## config.mk

```make
export PLATFORM = sky130hd
export DESIGN_NAME = board_input_ctrl
export DESIGN_NICKNAME = d
export VERILOG_FILES = /design/src/rtl/board_input_ctrl_pkg.sv /design/src/rtl/board_input_ctrl_btn_debounce.sv /design/src/rtl/board_input_ctrl.sv
export SDC_FILE = /design/constraint.sdc
export NUM_CORES = 1
export LEC_CHECK = 0
export CAP_MARGIN = 20
export CORE_MARGIN = 4
export CORE_UTILIZATION = 45
export CTS_BUF_LIST = sky130_fd_sc_hd__clkbuf_4
export DETAILED_ROUTE_END_ITERATION = 10
export GPL_TIMING_DRIVEN = 0
export PLACE_DENSITY_LB_ADDON = 0.3
export RECOVER_POWER = 50
export SYNTH_ARGS = -nofsm -noshare
export SYNTH_HDL_FRONTEND = slang
export SYNTH_SLANG_ARGS = --single-unit
```

## constraint.sdc

```tcl
create_clock -name clk100MHZ -period 2.5 [get_ports clk100MHZ]
set_input_delay 0.5 -clock clk100MHZ [delete_from_list [all_inputs] [get_ports clk100MHZ]]
set_output_delay 0.5 -clock clk100MHZ [all_outputs]
set_load 0.03 [all_outputs]
```

## src/rtl/board_input_ctrl_pkg.sv

```systemverilog
// rtl/board_input_ctrl_pkg.sv - shared debouncer state enum, default parameters and counter sizing helper
package board_input_ctrl_pkg;

    typedef enum logic [1:0] {
        IDLE         = 2'd0,
        PRESS_WAIT   = 2'd1,
        HELD         = 2'd2,
        RELEASE_WAIT = 2'd3
    } deb_state_e;

    localparam int unsigned DEF_DEBOUNCE_CYCLES = 1000000;
    localparam int unsigned DEF_RUN_DIV         = 10000000;
    localparam int unsigned DEF_REPEAT_CYCLES   = 50000000;

    // A terminal count of 1 would give a zero-width counter; keep at least one bit.
    function automatic int unsigned cnt_width(input int unsigned n);
        return (n > 1) ? $clog2(n) : 1;
    endfunction

endpackage

```

## src/rtl/board_input_ctrl_btn_debounce.sv

```systemverilog
// rtl/board_input_ctrl_btn_debounce.sv - button synchronizer and debounce FSM producing step_pulse
// AUTO_REPEAT_EN adds the held-button repeat counter.
module btn_debounce
    import board_input_ctrl_pkg::*;
#(
    parameter int unsigned DEBOUNCE_CYCLES = DEF_DEBOUNCE_CYCLES
`ifdef AUTO_REPEAT_EN
    ,
    parameter int unsigned REPEAT_CYCLES   = DEF_REPEAT_CYCLES
`endif
) (
    input  logic clk_i,
    input  logic rst_ni,
    input  logic btn_i,
    output logic step_pulse_o
);

    localparam int unsigned DW = cnt_width(DEBOUNCE_CYCLES);
    localparam logic [DW-1:0] DEB_LAST = DW'(DEBOUNCE_CYCLES - 1);

    logic          btn_s1_q, btn_s2_q;
    deb_state_e    state_q, state_d;
    logic [DW-1:0] cnt_q, cnt_d;
    logic          pulse_q, pulse_d;

`ifdef AUTO_REPEAT_EN
    localparam int unsigned RW = cnt_width(REPEAT_CYCLES);
    localparam logic [RW-1:0] REP_LAST = RW'(REPEAT_CYCLES - 1);
    logic [RW-1:0] rep_q, rep_d;
`endif

    // The cycle that leaves IDLE/HELD already counts as the first stable cycle.
    always_comb begin
        state_d = state_q;
        cnt_d   = cnt_q;
        pulse_d = 1'b0;
`ifdef AUTO_REPEAT_EN
        rep_d   = rep_q;
`endif
        case (state_q)
            IDLE: begin
                cnt_d = '0;
                if (btn_s2_q) begin
                    state_d = PRESS_WAIT;
                    cnt_d   = DW'(1);
                end
            end
            PRESS_WAIT: begin
                if (!btn_s2_q) begin
                    state_d = IDLE;
                    cnt_d   = '0;
                end else if (cnt_q == DEB_LAST) begin
                    state_d = HELD;
                    cnt_d   = '0;
                    pulse_d = 1'b1;
`ifdef AUTO_REPEAT_EN
                    rep_d   = '0;
`endif
                end else begin
                    cnt_d = cnt_q + DW'(1);
                end
            end
            HELD: begin
                if (!btn_s2_q) begin
                    state_d = RELEASE_WAIT;
                    cnt_d   = DW'(1);
                end
`ifdef AUTO_REPEAT_EN
                else if (rep_q == REP_LAST) begin
                    rep_d   = '0;
                    pulse_d = 1'b1;
                end else begin
                    rep_d = rep_q + RW'(1);
                end
`endif
            end
            RELEASE_WAIT: begin
                if (btn_s2_q) begin
                    state_d = HELD;
                    cnt_d   = '0;
`ifdef AUTO_REPEAT_EN
                    rep_d   = '0;
`endif
                end else if (cnt_q == DEB_LAST) begin
                    state_d = IDLE;
                    cnt_d   = '0;
                end else begin
                    cnt_d = cnt_q + DW'(1);
                end
            end
            default: begin
                state_d = IDLE;
                cnt_d   = '0;
            end
        endcase
    end

    always_ff @(posedge clk_i or negedge rst_ni) begin
        if (!rst_ni) begin
            btn_s1_q <= 1'b0;
            btn_s2_q <= 1'b0;
            state_q  <= IDLE;
            cnt_q    <= '0;
            pulse_q  <= 1'b0;
`ifdef AUTO_REPEAT_EN
            rep_q    <= '0;
`endif
        end else begin
            btn_s1_q <= btn_i;
            btn_s2_q <= btn_s1_q;
            state_q  <= state_d;
            cnt_q    <= cnt_d;
            pulse_q  <= pulse_d;
`ifdef AUTO_REPEAT_EN
            rep_q    <= rep_d;
`endif
        end
    end

    assign step_pulse_o = pulse_q;

endmodule

```

## src/rtl/board_input_ctrl.sv

```systemverilog
// rtl/board_input_ctrl.sv - board button/switch front end: debounced step, run divider, switch snapshot
// Define AUTO_REPEAT_EN to enable held-button auto-repeat.
module board_input_ctrl
    import board_input_ctrl_pkg::*;
#(
    parameter int unsigned DEBOUNCE_CYCLES = DEF_DEBOUNCE_CYCLES,
    parameter int unsigned RUN_DIV         = DEF_RUN_DIV,
    parameter int unsigned REPEAT_CYCLES   = DEF_REPEAT_CYCLES
) (
    input  logic        clk100MHZ,
    input  logic        rst_n,
    input  logic        BTNC,
    input  logic [15:0] SW,
    output logic        cpu_en,
    output logic        step_pulse,
    output logic [15:0] sw_data,
    output logic        sw_valid,
    input  logic        sw_ack,
    output logic [15:0] press_count
);

    localparam int unsigned RDW = cnt_width(RUN_DIV);
    localparam logic [RDW-1:0] RUN_LAST = RDW'(RUN_DIV - 1);

    logic [15:0]    sw_s1_q, sw_s2_q;
    logic           run_mode;
    logic           mode_prev_q;
    logic [RDW-1:0] run_cnt_q, run_cnt_d;
    logic           run_tick_q, run_tick_d;
    logic [15:0]    sw_data_q, sw_data_d;
    logic           sw_valid_q, sw_valid_d;
    logic [15:0]    press_q, press_d;
    logic           step;

    btn_debounce #(
        .DEBOUNCE_CYCLES (DEBOUNCE_CYCLES)
`ifdef AUTO_REPEAT_EN
        ,
        .REPEAT_CYCLES   (REPEAT_CYCLES)
`endif
    ) u_btn_debounce (
        .clk_i        (clk100MHZ),
        .rst_ni       (rst_n),
        .btn_i        (BTNC),
        .step_pulse_o (step)
    );

    assign run_mode = sw_s2_q[1];

    // Divider is held at zero outside run mode and restarts on the cycle the synced mode flips.
    always_comb begin
        run_cnt_d  = run_cnt_q;
        run_tick_d = 1'b0;
        if (!run_mode || (run_mode != mode_prev_q)) begin
            run_cnt_d = '0;
        end else if (run_cnt_q == RUN_LAST) begin
            run_cnt_d  = '0;
            run_tick_d = 1'b1;
        end else begin
            run_cnt_d = run_cnt_q + RDW'(1);
        end
    end

    // A capture outranks a simultaneous acknowledge so a fresh snapshot is never dropped.
    always_comb begin
        sw_data_d  = sw_data_q;
        sw_valid_d = sw_valid_q;
        press_d    = press_q;
        if (step) begin
            sw_data_d  = sw_s2_q;
            sw_valid_d = 1'b1;
            press_d    = press_q + 16'd1;
        end else if (sw_ack && sw_valid_q) begin
            sw_valid_d = 1'b0;
        end
    end

    always_ff @(posedge clk100MHZ or negedge rst_n) begin
        if (!rst_n) begin
            sw_s1_q     <= '0;
            sw_s2_q     <= '0;
            mode_prev_q <= 1'b0;
            run_cnt_q   <= '0;
            run_tick_q  <= 1'b0;
            sw_data_q   <= '0;
            sw_valid_q  <= 1'b0;
            press_q     <= '0;
        end else begin
            sw_s1_q     <= SW;
            sw_s2_q     <= sw_s1_q;
            mode_prev_q <= run_mode;
            run_cnt_q   <= run_cnt_d;
            run_tick_q  <= run_tick_d;
            sw_data_q   <= sw_data_d;
            sw_valid_q  <= sw_valid_d;
            press_q     <= press_d;
        end
    end

    assign cpu_en      = run_mode ? run_tick_q : step;
    assign step_pulse  = step;
    assign sw_data     = sw_data_q;
    assign sw_valid    = sw_valid_q;
    assign press_count = press_q;

endmodule

```

Word level (Yosys, flattened, before mapping)
Index checks and enable logic that the tools add are counted.
- flip-flop bits (word level): 116
- bits of input ports: 20
- output and inout bits: 35
- logic and storage cells: 55
- $add $sub $neg: 3
- eq/ne operators: 10
- multiplexer cells: 23
- reduce and logical (&&, ||, !) cells: 6
- operators with widths (operator ; number):
    20-bit 2-to-1 mux ; 4
    20-bit one-hot mux with 4 select lines ; 1
    24-bit 2-to-1 mux ; 2
    24-bit by 1-bit adder with 24-bit output, second input constant ; 1
    24-bit equality test, second input constant ; 1
    20-bit by 1-bit adder with 20-bit output, second input constant ; 1
    20-bit equality test, second input constant ; 1
    16-bit by 1-bit adder with 16-bit output, second input constant ; 1
    2-bit 2-to-1 mux ; 6
    1-bit 2-to-1 mux ; 9
    2-bit one-hot mux with 4 select lines ; 1
    2-bit equality test, second input constant ; 2
    4-bit AND reduction ; 1
    3-bit by 1-bit inequality test with 1-bit output, second input constant ; 1
    3-bit inequality test, second input constant ; 1
    2-bit by 1-bit equality test with 1-bit output, second input constant ; 1
    2-bit logical NOT ; 1
    2-bit by 1-bit inequality test with 1-bit output, second input constant ; 1
    2-bit inequality test, second input constant ; 1
    2-bit nonzero test ; 1
    1-bit logical AND ; 1
    1-bit logical NOT ; 1
    1-bit logical OR ; 1
    1-bit inequality test ; 1

Logic depth before layout (Yosys ltp)
Gate-level depths: netlist of run 1.
- depth after elaboration: 4
- mapped depth: 8
- gate-level depth less buffers: 6

Modules after synthesis
Synthesis of run 1 repeated with hierarchy kept, for this count alone.
- cells, all modules: 407
- area, all modules: 4865.9 sq um
- modules (own cells, without submodules) (module ; times used ; cells an instance ; area an instance (sq um) ; sequential area each (sq um)):
    board_input_ctrl ; 1 ; 257 ; 3444.6 ; 2277.2
    btn_debounce ; 1 ; 150 ; 1421.4 ; 625.6

Worst setup path before layout of run 1
No wires, ideal clock.
- path type: reg2reg
- start: register u_btn_debounce.cnt_q[10]
- end: register u_btn_debounce.cnt_q[9]
- library setup time: 121 ps
- arrival: 1762 ps
- required time: 2379 ps
- setup slack: 617 ps
- stages on the path, launching flop included: 7
- buffers on the path: 1
- clock period less this slack: 1883 ps
- cells stage by stage: dfrtp_1 > or4_4 > nor4_4 > a21oi_2 > buf_6 > a21o_1 > a22o_1
- word-level cells in the longest chain between the ends: 4
- elaborated cells on any way between the ends: 5
- those cells by class: eq/ne (1); mux (4)
- ends and longest elaborated chain (what ; line ; RTL):
    start: declaration ; board_input_ctrl_btn_debounce.sv:23 ; logic [DW-1:0] cnt_q, cnt_d;
    start signal: assignment ; board_input_ctrl_btn_debounce.sv:112 ; cnt_q <= cnt_d;
    20-bit equality test * ; board_input_ctrl_btn_debounce.sv:52, board_input_ctrl_btn_debounce.sv:84 ;
    20-bit 2-to-1 mux * ; board_input_ctrl_btn_debounce.sv:52, board_input_ctrl_btn_debounce.sv:84 ;
    20-bit 2-to-1 mux (on tied branches) ; board_input_ctrl_btn_debounce.sv:78, board_input_ctrl_btn_debounce.sv:49 ;
    20-bit one-hot mux with 4 select lines * ; board_input_ctrl_btn_debounce.sv:40 ; case (state_q)
Every way passes the cells marked *; elsewhere a longest branch is shown, timed or not.
A chain may end at the register's enable or synchronous reset.

Worst setup path in the final report of run 1
- start: register u_btn_debounce.pulse_q (netlist: u_btn_debounce.step_pulse_o)
- end: output cpu_en
- word-level cells in the longest chain between the ends: 1
- ends and longest elaborated chain (what ; line ; RTL):
    start: declaration ; board_input_ctrl_btn_debounce.sv:24 ; logic pulse_q, pulse_d;
    start signal: assignment ; board_input_ctrl_btn_debounce.sv:113 ; pulse_q <= pulse_d;
    1-bit 2-to-1 mux ; board_input_ctrl.sv:100 ; assign cpu_en = run_mode ? run_tick_q : step;
    end: declaration ; board_input_ctrl.sv:14 ; output logic cpu_en,
No other way between the ends.

==> flow_summary.json, run 1 <==
{
  "synth_warnings": 0,
  "antenna_found_initial": 0,
  "seq_area_frac_synth_pct": 61.8,
  "setup-tns-final_ps": 0,
  "path_buf_inv": 2,
  "p_leak_nw": 2.52,
  "area_delta_synth_final_pct": 22.0,
  "gp_congestion": 0.821,
  "critical_path.cell_chain": "clkbuf_4 -> mux2_2 -> dlygate4sd2_1",
  "synthArstFlopShare_pct": 100,
  "post-route-period-util_pct": 93.6,
  "crit_path_max_fanout": 10,
  "worstSetupStartpointType": "flip-flop",
  "nFillCells": 846,
  "hpwl_mm": 6.09,
  "final_hold_viol_count": 0,
  "place_area_sq_um": 5430,
  "clock_path_buffers": 2,
  "synth_flop_cell": "dfrtp_1",
  "num_rows": 37,
  "timing.rr.start": "run_cnt_q[0]$_DFF_PN0_",
  "ys_seq_elements": 116,
  "postCtsSetupBuffers": 0,
  "rsz0062_at_grt": "no",
  "io_buffers": 54,
  "numCtsBuffers": 17,
  "final_antenna_net_count": 0,
  "diodes": 0,
  "p_per_area_nw_per_um2": 598,
  "clk_pin_slew_ps": 120,
  "syn_area_sq_um": 4690,
  "status": "finished clean",
  "finClkSkew_ps": 19.7,
  "worstSkewPairLatency_ps": 500,
  "gr-total-overflow": 0,
  "period_minus_slack_ps": 2340,
  "start_util_pct": 45.9,
  "cp_data_arrival_time_ps": 1840,
  "cts_num_sinks": 116,
  "fin_util_pct": 56.0,
  "grt_pass1_vias": 3242,
  "tightest_slew_ps": 1030,
  "holdCritPathClass": "flip-flop to flip-flop",
  "slew_headroom_pct": 31.5,
  "avgRoutedWirePerCell_um": 14.3,
  "fin_nets": 494,
  "fmax_mhz": 427,
  "cp-startpoint": "u_btn_debounce.step_pulse_o$_DFF_PN0_",
  "peakVddDrop_mv": 0.475,
  "via_per_inst": 5.15,
  "drive_gt1_share_pct": 14.0,
  "finalPower_mw": 3.42,
  "critPathSlowestCell": "dfrtp_2",
  "cpLargestDelayFamily": "buffers and inverters",
  "max_stage_delay_ps": 490,
  "track_usage_pct": 16.2,
  "clockRootBuffer": "clkbuf_4",
  "dp.cells": 588,
  "path_depth": 3,
  "post-route-drc-count": 0,
  "r2r_cells": 6,
  "worstHoldPathCells": 0,
  "maxCapViolations": 0,
  "grt_first_pass_wirelength_mm": 15.0,
  "endpoint_kind": "output pin",
  "htree_levels": 4,
  "layoutNonFillerInstCount": 620,
  "fp.dieArea_sq_um": 12100,
  "ios": 55,
  "drt-initial-drc-count": 161,
  "vias": 3190,
  "cts_tree": "done",
  "coreArea_sq_um": 10200,
  "synth_cell_types": 45,
  "die_w_um": 110,
  "multi_input_area_sq_um": 1700,
  "syn_nets": 420,
  "wirelength_mm": 8.86,
  "hp-start": "sw_s1_q[2]$_DFF_PN0_",
  "die_h_um": 110,
  "final_max_slew_viol_count": 0,
  "setup_viol": 0,
  "avgSynthCellArea_sq_um": 11.8,
  "syn_inst": 397,
  "required_ps": 2000,
  "seq_area_sq_um": 2900,
  "fin_area_sq_um": 5730,
  "crit_type": "flip-flop to output pin",
  "synth_edf_count": 0,
  "dr.pass1.iters": 5,
  "grt_max_degree": 78
}
==> through the flow <==
| stage | hold WS (ps) | worst slack [ps] |
|---|---|---|
| floorplan | 204 | 617 |
| global placement | 331 | -3440 |
| detailed placement | 335 | -51.4 |
| CTS | 352 | 84.9 |
| global route | 357 | 34.5 |
| finish | 348 | 161 |
==> per-layer routing <==
| layer | wire (um) | global-route usage [%] |
|---|---|---|
| met2 | 4430 | 25.2 |
| met5 | 0 | 0 |
| met1 | 3960 | 21.2 |
| met4 | 61 | 6.33 |
| met3 | 399 | 5.07 |
==> cell type report <==
class / instances / share of cell area, %
well taps: 136 / 2.97
repair buffers: 56 / 9.99
clock buffers: 17 / 2.23
clock inverters: 15 / 2.80
multi-input cells: 260 / 29.6
plain buffers: 11 / 1.07
flip-flops and latches: 116 / 50.7
inverters: 9 / 0.590
==> flip-flops by register name, summed over array words and instances (netlist names), 16 cells and up, named ones only <==
| name | count |
|---|---|
| run_cnt_q | 24 |
| u_btn_debounce.cnt_q | 20 |
| press_count | 16 |
| sw_data | 16 |
| sw_s1_q | 16 |
| sw_s2_q | 16 |
==> cells in the mapped netlist (2+ instances only) <==
library cell | number | area share, %
nand2_1 | 29 | 2.3
nand4_1 | 14 | 1.9
nand3_1 | 27 | 2.9
nor3_1 | 7 | 0.75
and2_1 | 3 | 0.40
or3_1 | 2 | 0.27
xnor2_1 | 14 | 2.6
xor2_1 | 24 | 4.5
inv_1 | 9 | 0.72
o21ai_0 | 9 | 0.96
and3_1 | 7 | 0.93
a31oi_1 | 7 | 0.93
nor2_1 | 40 | 3.2
buf_6 | 2 | 0.48
mux2_2 | 18 | 4.3
clkbuf_1 | 8 | 0.64
dfrtp_1 | 116 | 62
a21oi_1 | 15 | 1.6
ha_1 | 3 | 0.80
a41oi_1 | 2 | 0.37
a21o_1 | 4 | 0.64
or2_2 | 2 | 0.27
or4_1 | 2 | 0.32
a22o_1 | 2 | 0.37
nor4_1 | 5 | 0.67
mux2i_1 | 4 | 0.85
and4_1 | 4 | 0.75
==> repair_timing <==
item	4_1_cts	5_1_grt
gates resized for setup	4	0
hold buffers	1	0
setup endpoints to repair	1	0
endpoints found under the hold margin	39	0
==> cells by family (layout without fill, tap and decap cells) <==
group	after synthesis	in the layout	synth area share, %
simple gates	150	150	16.8
mux	22	22	5.17
flops	116	116	61.8
buf+inv	21	108	2.03
xor+xnor	38	38	7.09
fa+ha+maj	3	3	0.800
compound gates	47	47	6.29
==> path summary, 6_finish.rpt <==
check / endpoint / slack, ps
worst min-delay path: sw_s2_q[2]$_DFF_PN0_ / 350
max in group asynchronous: u_btn_debounce.step_pulse_o$_DFF_PN0_ / 910
min in group asynchronous: sw_s2_q[1]$_DFF_PN0_ / 710
worst max-delay path: cpu_en / 160
worst max register to register: run_cnt_q[16]$_DFF_PN0_ / 310
worst min register to register: sw_s2_q[2]$_DFF_PN0_ / 350
==> cells in the final DEF (no fill, tap or decap), types with 2 or more instances in the layout <==
cell type	count
a21o_1	4
a21oi_1	15
a22o_1	2
a31oi_1	7
a41oi_1	2
and2_1	3
and3_1	7
and4_1	4
buf_6	2
clkbuf_1	6
clkbuf_4	18
clkdlybuf4s50_1	35
clkinv_4	2
clkinvlp_4	2
dfrtp_1	115
dlygate4sd3_1	18
ha_1	3
inv_1	9
inv_6	6
inv_8	4
mux2_2	18
mux2i_1	4
nand2_1	29
nand3_1	27
nand4_1	14
nor2_1	40
nor3_1	7
nor4_1	5
o21ai_0	9
or2_2	2
or3_1	2
or4_1	2
xnor2_1	14
xor2_1	24
==> where the power goes <==
| part | internal (mW) | switching, mW |
|---|---|---|
| Combinational | 0.0476 | 0.0731 |
| Clock | 0.541 | 0.821 |
| Sequential | 1.92 | 0.0242 |
| Total | 2.50 | 0.918 |
(Power assumes the default switching activity.)
==> inputs of run 2 (changes only) <==
--- a/config.mk
+++ b/config.mk
@@ -8,7 +8,7 @@
 export CAP_MARGIN = 20
 export CORE_MARGIN = 4
 export CORE_UTILIZATION = 45
-export CTS_BUF_LIST = sky130_fd_sc_hd__clkbuf_4
+export CTS_BUF_LIST = sky130_fd_sc_hd__clkbuf_8
 export DETAILED_ROUTE_END_ITERATION = 10
 export GPL_TIMING_DRIVEN = 0
 export PLACE_DENSITY_LB_ADDON = 0.3
==> constraint.sdc (replaced) <==
create_clock -name clk100MHZ -period 2.3 [get_ports clk100MHZ]
set_input_delay 0.46 -clock clk100MHZ [delete_from_list [all_inputs] [get_ports clk100MHZ]]
set_output_delay 0.46 -clock clk100MHZ [all_outputs]
set_load 0.03 [all_outputs]
==> flow_summary.json, run 2 (synthesis gave the netlist of run 1 again) <==
{
  "cpLargestDelayFamily": "buffers and inverters",
  "cts_tree": "done",
  "worstSkewPairLatency_ps": 430,
  "fin_nets": 494,
  "grt_max_degree": 78,
  "clk_pin_slew_ps": 80,
  "slew_headroom_pct": 33.8,
  "dr.pass1.iters": 4,
  "final_antenna_net_count": 0,
  "die_h_um": 110,
  "rsz0062_at_grt": "no",
  "multi_input_area_sq_um": 1700,
  "maxCapViolations": 0,
  "status": "finished clean",
  "grt_pass1_vias": 3266,
  "drive_gt1_share_pct": 14.3,
  "drt-initial-drc-count": 162,
  "crit_type": "flip-flop to output pin",
  "numCtsBuffers": 17,
  "largest_reg_flops": 24,
  "grt_first_pass_wirelength_mm": 15.2,
  "largestRegisters": "run_cnt_q: 24 flops, u_btn_debounce.cnt_q: 20 flops",
  "die_w_um": 110,
  "layout_common_cells": "dfrtp_1 (115), nor2_1 (40), clkdlybuf4s50_1 (35)",
  "wirelength_mm": 9.04,
  "critPathSlowestCell": "dfrtp_2",
  "crit_path_max_fanout": 10,
  "vias": 3221,
  "top_usage_layer": "met2",
  "required_ps": 1840,
  "fin_util_pct": 56.9,
  "area_delta_synth_final_pct": 24.0,
  "nFillCells": 834,
  "diodes": 0,
  "regMostFlops": "run_cnt_q",
  "max_stage_delay_ps": 480,
  "num_rows": 37,
  "final_common_cell": "dfrtp_1",
  "peakVddDrop_mv": 0.611,
  "grtUsageMet1_pct": 21.3,
  "layoutNonFillerInstCount": 620,
  "path_buf_inv": 2,
  "met3_usage_pct": 4.02,
  "final_max_slew_viol_count": 0,
  "avgRoutedWirePerCell_um": 14.6,
  "cts_num_sinks": 116,
  "p_per_area_nw_per_um2": 701,
  "antenna_found_initial": 0,
  "io_buffers": 54,
  "htree_levels": 4,
  "met2_usage_pct": 25.6,
  "cp_data_arrival_time_ps": 1760,
  "setup_viol": 0,
  "gp_congestion": 0.821,
  "ios": 55,
  "holdCritPathClass": "flip-flop to flip-flop",
  "tightest_slew_ps": 993,
  "endpoint_kind": "output pin",
  "track_usage_pct": 16.2,
  "dp.cells": 588,
  "period_minus_slack_ps": 2220,
  "finClkSkew_ps": 16.2,
  "worstSetupStartpointType": "flip-flop",
  "critical_path.cell_chain": "clkbuf_4 -> mux2_2 -> dlygate4sd2_1",
  "final_hold_viol_count": 0,
  "post-route-period-util_pct": 96.3,
  "seq_area_sq_um": 2900,
  "gr-total-overflow": 0,
  "fmax_mhz": 451,
  "clockRootBuffer": "clkbuf_8",
  "via_per_inst": 5.20,
  "fp.dieArea_sq_um": 12100,
  "p_leak_nw": 2.55,
  "hpwl_mm": 6.09,
  "start_util_pct": 45.9,
  "postCtsSetupBuffers": 0,
  "clock_path_buffers": 2,
  "post-route-drc-count": 0,
  "coreArea_sq_um": 10200
}
run 2: what timing repair did:
item,CTS,global route
resized for setup,4,1
endpoints found under the setup margin,1,2
hold buffers,1,0
endpoints found under the hold margin,39,0
run 2: through the flow:
step           hold slack [ps]  total power, mW  setup WS [ps]  setup TNS (ps)  area, sq um
2_1_floorplan              164             2.19            417               0         4690
3_3_place_gp               331             2.28          -3600         -416940         5410
3_5_place_dp               335             2.29           -211            -211         5430
4_1_cts                    345             4.14           47.2               0         5840
5_1_grt                    349             4.25           3.55               0         5820
6_report                   345             4.08           84.8               0         5820
run 2: area by class of cell:
cell class,instances,share of cell area (%)
Sequential cell,116,49.9
Multi-Input combinational cell,260,29.2
Timing Repair Buffer,56,9.54
Clock buffer,17,4.02
Tap cell,136,2.92
Clock inverter,15,2.75
Buffer,11,1.05
Inverter,9,0.580
run 2: path summary, 6_finish.rpt:
path / endpoint / start / depth (start not counted) / slack (ps)
min in group asynchronous: sw_s2_q[1]$_DFF_PN0_ / rst_n / 2 / 730
worst max-delay path: cpu_en / u_btn_debounce.step_pulse_o$_DFF_PN0_ / 3 / 80
worst min register to register: sw_s2_q[2]$_DFF_PN0_ / sw_s1_q[2]$_DFF_PN0_ / 0 / 340
worst max register to register: u_btn_debounce.cnt_q[6]$_DFFE_PN0N_ / u_btn_debounce.cnt_q[10]$_DFFE_PN0N_ / 7 / 200
worst min-delay path: sw_s2_q[2]$_DFF_PN0_ / sw_s1_q[2]$_DFF_PN0_ / 0 / 340
max in group asynchronous: u_btn_debounce.step_pulse_o$_DFF_PN0_ / rst_n / 3 / 360
run 2: worst register-to-register path: stages, from the launching register on:
cell	delay [ps]
dfrtp_1	450
or4_4	560
nor4_4	290
a21oi_2	120
buf_6	170
buf_2	190
o21ai_0	100
o21ai_0	100
run 2: metal layers:
layer / wire (um) / vias up
li1: - / 1542
met1: 3970 / 1592
met2: 4570 / 75
met3: 383 / 12
met4: 111 / 0
met5: 0 / -
run 2: power by group:
part	total, mW	switching [mW]	internal, mW	leakage (nW)
logic	0.128	0.0797	0.0485	0.826
clock network	1.84	0.939	0.905	0.196
registers	2.11	0.0264	2.08	1.53
==> inputs of run 3 (changes only) <==
--- a/config.mk
+++ b/config.mk
@@ -13,6 +13,7 @@
 export GPL_TIMING_DRIVEN = 0
 export PLACE_DENSITY_LB_ADDON = 0.3
 export RECOVER_POWER = 50
+export SLEW_MARGIN = 20
 export SYNTH_ARGS = -nofsm -noshare
 export SYNTH_HDL_FRONTEND = slang
 export SYNTH_SLANG_ARGS = --single-unit
==> results of run 3 <==
The final DEF is identical to that of run 2; final timing and power are the same.
